$ cat config.mk
export PLATFORM = sky130hd
export DESIGN_NAME = bootram_ctrl_flat
export DESIGN_NICKNAME = d
export VERILOG_FILES = /design/src/rtl/bootram_ctrl_if.sv /design/src/rtl/bootram_ctrl.sv /design/src/flat_wrapper.sv
export SDC_FILE = /design/constraint.sdc
export NUM_CORES = 1
export LEC_CHECK = 0
export BUFFER_PORTS_ARGS = -buffer_cell sky130_fd_sc_hd__buf_2
export CAP_MARGIN = 20
export CORE_MARGIN = 2
export CORE_UTILIZATION = 42
export CTS_CLUSTER_SIZE = 24
export DETAILED_ROUTE_END_ITERATION = 10
export PLACE_DENSITY = 0.86
export SLEW_MARGIN = 20
export SYNTH_ARGS = -nofsm -noshare
export SYNTH_HDL_FRONTEND = slang
export SYNTH_SLANG_ARGS = --single-unit
$ cat constraint.sdc
create_clock -name clk -period 4.17 [get_ports clk]
set_input_delay 0.834 -clock clk [delete_from_list [all_inputs] [get_ports clk]]
set_output_delay 0.834 -clock clk [all_outputs]
set_load 0.05 [all_outputs]
$ cat src/rtl/bootram_ctrl_if.sv
// CPU native memory bus seen by the boot RAM controller: valid/ready handshake,
// byte-strobed writes and a registered read-data return.
interface bootram_ctrl_if;
    logic        valid;
    logic        ready;
    logic [31:0] addr;
    logic [31:0] wdata;
    logic [3:0]  wstrb;
    logic [31:0] rdata;

    modport master (output valid, addr, wdata, wstrb, input ready, rdata);
    modport slave  (input valid, addr, wdata, wstrb, output ready, rdata);
endinterface

$ cat src/rtl/bootram_ctrl.sv
// Boot RAM controller: turns CPU bus accesses into strobes for four byte-lane RAMs
// with one-cycle read latency, and provides a sequential byte loader for preloading.
module bootram_ctrl #(
    parameter int AW = 11
) (
    input  logic              clk,
    input  logic              reset,
    bootram_ctrl_if.slave     mem_s,
    input  logic              ld_en,
    input  logic              ld_valid,
    output logic              ld_ready,
    input  logic [7:0]        ld_data,
    output logic [AW+1:0]     ld_count,
    output logic              ld_ovf,
    output logic [AW-1:0]     ram_ad,
    output logic [3:0]        ram_ce,
    output logic [3:0]        ram_wre,
    output logic              ram_oce,
    output logic [31:0]       ram_din,
    input  logic [31:0]       ram_dout
);

    typedef enum logic [2:0] {
        ST_IDLE    = 3'd0,
        ST_RD_WAIT = 3'd1,
        ST_RD_DONE = 3'd2,
        ST_WR_DONE = 3'd3,
        ST_LOAD    = 3'd4
    } state_e;

    state_e          state_q, state_d;
    logic [31:0]     rdata_q, rdata_d;
    logic [AW+1:0]   ld_count_q, ld_count_d;
    logic            ld_ovf_q, ld_ovf_d;

    logic            ready_s;
    logic            ld_ready_s;
    logic [AW-1:0]   ram_ad_s;
    logic [3:0]      ram_ce_s;
    logic [3:0]      ram_wre_s;
    logic [31:0]     ram_din_s;
    logic            unused_addr_s;

    function automatic logic [3:0] lane_onehot(input logic [1:0] lane);
        case (lane)
            2'd0:    return 4'b0001;
            2'd1:    return 4'b0010;
            2'd2:    return 4'b0100;
            2'd3:    return 4'b1000;
            default: return 4'b0000;
        endcase
    endfunction

    assign unused_addr_s = ^{mem_s.addr[31:AW+2], mem_s.addr[1:0]};

    // Next-state, RAM strobe and handshake decode
    always_comb begin
        state_d    = state_q;
        rdata_d    = rdata_q;
        ld_count_d = ld_count_q;
        ld_ovf_d   = ld_ovf_q;
        ready_s    = 1'b0;
        ld_ready_s = 1'b0;
        ram_ad_s   = {AW{1'b0}};
        ram_ce_s   = 4'b0000;
        ram_wre_s  = 4'b0000;
        ram_din_s  = 32'h0000_0000;
        case (state_q)
            ST_IDLE: begin
                // Loader entry wins over a bus request in the same cycle
                if (ld_en) begin
                    state_d    = ST_LOAD;
                    ld_count_d = {(AW+2){1'b0}};
                    ld_ovf_d   = 1'b0;
                end else if (mem_s.valid) begin
                    ram_ad_s = mem_s.addr[AW+1:2];
                    if (mem_s.wstrb == 4'b0000) begin
                        ram_ce_s = 4'hF;
                        state_d  = ST_RD_WAIT;
                    end else begin
                        ram_ce_s  = mem_s.wstrb;
                        ram_wre_s = mem_s.wstrb;
                        ram_din_s = mem_s.wdata;
                        state_d   = ST_WR_DONE;
                    end
                end else begin
                    state_d = ST_IDLE;
                end
            end
            ST_RD_WAIT: begin
                rdata_d = ram_dout;
                state_d = ST_RD_DONE;
            end
            ST_RD_DONE: begin
                ready_s = 1'b1;
                state_d = ST_IDLE;
            end
            ST_WR_DONE: begin
                ready_s = 1'b1;
                state_d = ST_IDLE;
            end
            ST_LOAD: begin
                if (ld_en) begin
                    ld_ready_s = 1'b1;
                    ram_ad_s   = ld_count_q[AW+1:2];
                    if (ld_valid) begin
                        ram_ce_s   = lane_onehot(ld_count_q[1:0]);
                        ram_wre_s  = lane_onehot(ld_count_q[1:0]);
                        ram_din_s  = {4{ld_data}};
                        ld_count_d = ld_count_q + {{(AW+1){1'b0}}, 1'b1};
                        ld_ovf_d   = ld_ovf_q | (&ld_count_q);
                    end else begin
                        ld_count_d = ld_count_q;
                    end
                end else begin
                    state_d = ST_IDLE;
                end
            end
            default: begin
                state_d = ST_IDLE;
            end
        endcase
    end

    // State and datapath registers with synchronous reset
    always_ff @(posedge clk) begin
        if (reset) begin
            state_q    <= ST_IDLE;
            rdata_q    <= 32'h0000_0000;
            ld_count_q <= {(AW+2){1'b0}};
            ld_ovf_q   <= 1'b0;
        end else begin
            state_q    <= state_d;
            rdata_q    <= rdata_d;
            ld_count_q <= ld_count_d;
            ld_ovf_q   <= ld_ovf_d;
        end
    end

    // Reset must suppress any RAM write or handshake decoded in the same cycle
    assign mem_s.ready = reset ? 1'b0 : ready_s;
    assign mem_s.rdata = rdata_q;
    assign ld_ready    = reset ? 1'b0 : ld_ready_s;
    assign ld_count    = ld_count_q;
    assign ld_ovf      = ld_ovf_q;
    assign ram_ad      = reset ? {AW{1'b0}} : ram_ad_s;
    assign ram_ce      = reset ? 4'b0000 : ram_ce_s;
    assign ram_wre     = reset ? 4'b0000 : ram_wre_s;
    assign ram_din     = reset ? 32'h0000_0000 : ram_din_s;
    assign ram_oce     = 1'b1;

endmodule

$ cat src/flat_wrapper.sv
// flat-port wrapper written by rule: the top's interface ports become plain ports
module bootram_ctrl_flat 
#(
    parameter int AW = 11
)
  (clk, reset, ld_en, ld_valid, ld_ready, ld_data, ld_count, ld_ovf, ram_ad, ram_ce, ram_wre, ram_oce, ram_din, ram_dout, mem_s_valid, mem_s_addr, mem_s_wdata, mem_s_wstrb, mem_s_ready, mem_s_rdata);
  bootram_ctrl_if mem_s_i ();
  input  logic clk;
  input  logic reset;
  input  logic ld_en;
  input  logic ld_valid;
  output logic ld_ready;
  input  logic [7:0] ld_data;
  output logic [AW+1:0] ld_count;
  output logic ld_ovf;
  output logic [AW-1:0] ram_ad;
  output logic [3:0] ram_ce;
  output logic [3:0] ram_wre;
  output logic ram_oce;
  output logic [31:0] ram_din;
  input  logic [31:0] ram_dout;
  input wire logic [$bits(mem_s_i.valid)-1:0] mem_s_valid;
  input wire logic [$bits(mem_s_i.addr)-1:0] mem_s_addr;
  input wire logic [$bits(mem_s_i.wdata)-1:0] mem_s_wdata;
  input wire logic [$bits(mem_s_i.wstrb)-1:0] mem_s_wstrb;
  output wire logic [$bits(mem_s_i.ready)-1:0] mem_s_ready;
  output wire logic [$bits(mem_s_i.rdata)-1:0] mem_s_rdata;
  assign mem_s_i.valid = mem_s_valid;
  assign mem_s_i.addr = mem_s_addr;
  assign mem_s_i.wdata = mem_s_wdata;
  assign mem_s_i.wstrb = mem_s_wstrb;
  assign mem_s_ready = mem_s_i.ready;
  assign mem_s_rdata = mem_s_i.rdata;
  bootram_ctrl #(.AW(AW)) u_core (.clk(clk), .reset(reset), .mem_s(mem_s_i), .ld_en(ld_en), .ld_valid(ld_valid), .ld_ready(ld_ready), .ld_data(ld_data), .ld_count(ld_count), .ld_ovf(ld_ovf), .ram_ad(ram_ad), .ram_ce(ram_ce), .ram_wre(ram_wre), .ram_oce(ram_oce), .ram_din(ram_din), .ram_dout(ram_dout));
endmodule
## Word-level counts from Yosys, hierarchy flattened

Cells that the tools add are included.

| word-level totals | value |
|---|---|
| bits in registers | 49 |
| output and inout bits | 100 |

| operators by class | value |
|---|---|
| $add $sub $neg | 1 |
| equal/unequal tests | 11 |
| muxes and demuxes | 43 |
| bitwise operators | 1 |
| reduce and logical (&&, ||, !) cells | 7 |

Operator list:

| cell | count |
|---|---|
| $mux 32 | 6 |
| $pmux 32 s2 | 1 |
| $mux 11 | 4 |
| $mux 4 | 10 |
| $mux 13 | 3 |
| $pmux 13 s2 | 1 |
| $pmux 11 s2 | 1 |
| $pmux 4 s2 | 2 |
| $pmux 4 s4 | 1 |
| $add 13x1->13 const B | 1 |
| $reduce_and 13->1 | 1 |
| $pmux 3 s3 | 1 |
| $mux 1 | 8 |
| $ne 2x2->1 const B | 4 |
| $eq 3x2->1 const B | 2 |
| $mux 3 | 2 |
| $eq 2x2->1 const B | 2 |
| $logic_not 4->1 | 1 |
| $mux 2 | 2 |
| $reduce_and 4->1 | 1 |
| $eq 3x1->1 const B | 1 |
| $eq 3x3->1 const B | 1 |
| $logic_not 3->1 | 1 |
| $eq 2x1->1 const B | 1 |
| 5 further kinds | 5 |

## Logic depth before layout (Yosys ltp)

| depth | value |
|---|---|
| depth in word-level cells | 6 |
| depth in mapped cells | 7 |
| gate-level depth less buffers | 4 |

## Least setup slack after synthesis

OpenSTA, ideal clock, no wires.

| path | value |
|---|---|
| path kind | in2out |
| from | in ld_en |
| to | out ram_din[15] |
| arrival | 2.550 ns |
| required time | 3.336 ns |
| path slack | 0.786 ns |
| stages | 6 |
| buffers on the path | 2 |
| cells stage by stage | buf_6 > or3b_4 > or4_4 > nor2_4 > buf_6 > a22o_1 |

| between the ends | value |
|---|---|
| cells in the longest elaborated chain, start to end | 3 |
| elaborated cells on any way between the ends | 4 |

Ends and longest elaborated chain:

| element | RTL line | RTL |
|---|---|---|
| start, declared | flat_wrapper.sv:10 | `input logic ld_en;` |
| $mux 32, on equally long branches | bootram_ctrl.sv:103, bootram_ctrl.sv:71 |  |
| $pmux 32 s2 (*) | bootram_ctrl.sv:68 | `case (state_q)` |
| $mux 32 (*) | bootram_ctrl.sv:149 | `assign ram_din = reset ? 32'h0000_0000 : ram_din_s;` |
| end, declared | flat_wrapper.sv:20 | `output logic [31:0] ram_din;` |

Every way passes the cells marked *; elsewhere a longest branch is shown, timed or not.

## Worst setup path after layout

| path | value |
|---|---|
| from | in ld_en |
| to | out ram_din[1] |

The elaborated chain is that of the path after synthesis.

==> results.toml <==
[run_status]
status = "completed"

[yosys]
synthFlopType = "dfxtp_1"
ys_types = 46
ys_seq_elements = 49
synth_top_area_share_pct = 37.9
postSynthAreaPerCell_um2 = 7.97
synth_seq_area_share_pct = 37.9
synth_most_common_cell = "nand2_1"
async_flop_share_pct = 0
synthTopCellsByCount = "nand2_1 (89), dfxtp_1 (49), a21oi_1 (39)"
ys_top_cells_by_area = "dfxtp_1 (38%), nand2_1 (13%), a22o_2 (10%), a21oi_1 (7.5%), a22o_1 (5.1%)"
syn-num-nets = 443
synth_edf_count = 0
yosys.area.top_type = "dfxtp_1"
netlist_area_um2 = 2590
yosys_warnings = 0
synthCells = 325

[critical_path]
cp_slowest_cell = "or4_4"
worst_setup_path_start_kind = "primary input"
cp_top_family = "simple AND/OR/NAND/NOR gates"
required_ps = 3340
crit_path_max_incr_delay_ps = 510
cp_common_cell = "buf_2"
arrival_ps = 2760
crit_buf_inv = 3
crit_chain = "buf_2, or3b_4, or4_4, nor2_4, buf_4, a22o_2, buf_2"
worstSetupPathType = "primary input to primary output"
critPathMaxFanout = 32
cp-end-kind = "primary output"

[power_and_ir_drop]
clockPowerShare_pct = 27.5
report.power.total_mw = 0.984
switching_share_pct = 32.0
power_leakage_nw = 1.81
p_switching_mw = 0.315
power_density_nw_per_um2 = 273
p_int_mw = 0.669
p_seq_share_pct = 49.4
vdd_ir_drop_max_mv = 0.234
combPwrFrac_pct = 23.1

[placed_design]
gp_congestion = 0.856
io_buffers = 190
dp_hpwl_um = 6000

[sta]
clock_skew_ps = 3.79
slew_headroom_pct = 24.1
rsz0062_at_grt = "no"
min_period_over_period_pct = 86.2
drv_slew = 0
worst_slew_pin_slew_ps = 1140
final.setup.tns_ps = 0
setup_viol = 0
final_hold_viol_count = 0
whs_ps = 454
fin_crit_ps = 3590
max_freq_mhz = 278

[floorplanning]
io_pins = 213
rows = 28
die_area_um2 = 6810
die_height_um = 82.5
start_util_pct = 43.5
fp.coreArea_um2 = 5960
die_w_um = 82.5

[global_route]
antenna_found_initial = 0
first_global_vias = 2575
grt_overflow_total = 0
track_usage_pct = 20.3
grt_max_degree = 41
grt_pass1_wl_um = 10800

[layout]
drive_gt1_share_pct = 47.4
n_antenna_cell = 0
finalNetCount = 617
syn_to_final_growth_pct = 39.2
finish.utilization_pct = 60.6

[route]
drtIter0Drc = 111
vias = 2999
routedWlPerCell_um = 13.8
first_pass_iters = 4
viasPerCell = 5.22
routed_wirelength_um = 7920
ant_nets = 0
drc = 0

[clock_network]
cts.sinks = 49
clk_root_buffer_cell = "clkbuf_8"
ctsResizeCount = 0
htree_levels = 2
clk_latency_ps = 290
cts_setup_buffers = 0
clk_path_buf_depth = 2
clk_pin_slew_ps = 90
ctsHoldBuffers = 0
cts_made_buffers = 5
cts_tree = "built"

[min_path]
hp-class = "register to register"

[flow_run]
max_cap_viol_count = 0
==> stage by stage <==
step           cells  setup slack, ps  area, um2
2_1_floorplan    325              786       2590
3_3_place_gp     567              610       3520
3_5_place_dp     567              580       3520
4_1_cts          575              578       3600
5_1_grt          575              512       3610
6_report         575              576       3610
==> cell type report <==
class                      count  area, um2
clock inverter                 1       7.51
inverter                       3       11.3
clock buffer                   7       76.3
timing repair buffer         193        973
tap                           75       93.8
multi-input combinational    247       1460
sequential                    49        981
fill                         550       2350
==> power groups by stage <==
stage                     logic (mW)  registers (mW)  clock network (mW)
after floorplan                0.125           0.523                   0
after global placement         0.223           0.496                   0
after detailed placement       0.227           0.497                   0
after CTS                      0.228           0.486               0.277
after global routing           0.242           0.488               0.301
final                          0.227           0.486               0.270
==> metal layers <==
| metal | vias to the layer above | wire length [um] | GRT usage (%) |
|---|---|---|---|
| met5 | - | 0 | 0 |
| li1 | 1495 | - | - |
| met4 | 0 | 142 | 8.85 |
| met3 | 10 | 717 | 5.43 |
| met2 | 111 | 4000 | 37.2 |
| met1 | 1383 | 3060 | 21.7 |
==> tightest hold or removal path, stage by stage, from the launching register on <==
cell     delay, ps
dfxtp_1        320
nand2_1         50
a21oi_1         50
==> cell families (layout without fill, tap and decap cells) <==
logic type	after synthesis	count (layout)	synth area share [%]
adders and majority gates	5	5	2.41
xor gates and xnor gates	4	4	1.35
and+or+nand+nor	140	140	25.5
other	1	1	0.145
muxes	1	1	0.386
AOI/OAI and AO/OA	96	96	26.6
buffers and inverters	29	204	5.75
DFF	49	49	37.9
==> layout by cell type, fill, tap and decap left out, types with 3 or more instances in the layout <==
cell      count
nand3_1       6
dfxtp_1      49
a21oi_1      39
nor2_1       10
inv_1         3
nand2_1      88
buf_2       190
ha_1          5
nand4_1       3
a22o_1       15
nor4_1        3
buf_4         3
or4_1         3
clkbuf_8      5
a22o_2       27
o21ai_0       9
or3_1         6
==> state kept, by name, summed over array words and instances (netlist names) <==
| name | count |
|---|---|
| u_core.ld_count | 13 |
| u_core.ld_ovf | 1 |
| u_core.mem_s.rdata | 32 |
| u_core.state_q | 3 |
==> final timing paths <==
check,start,slack [ps],endpoint,cells after the start
worst min register to register,u_core.mem_s.rdata[9],450,u_core.mem_s.rdata[9],2
worst max register to register,u_core.state_q[2],2250,u_core.mem_s.rdata[5],4
worst min-delay path,u_core.mem_s.rdata[9],450,u_core.mem_s.rdata[9],2
worst max-delay path,ld_en,580,ram_din[1],7
Note: power is estimated with default switching activity, not from simulation.
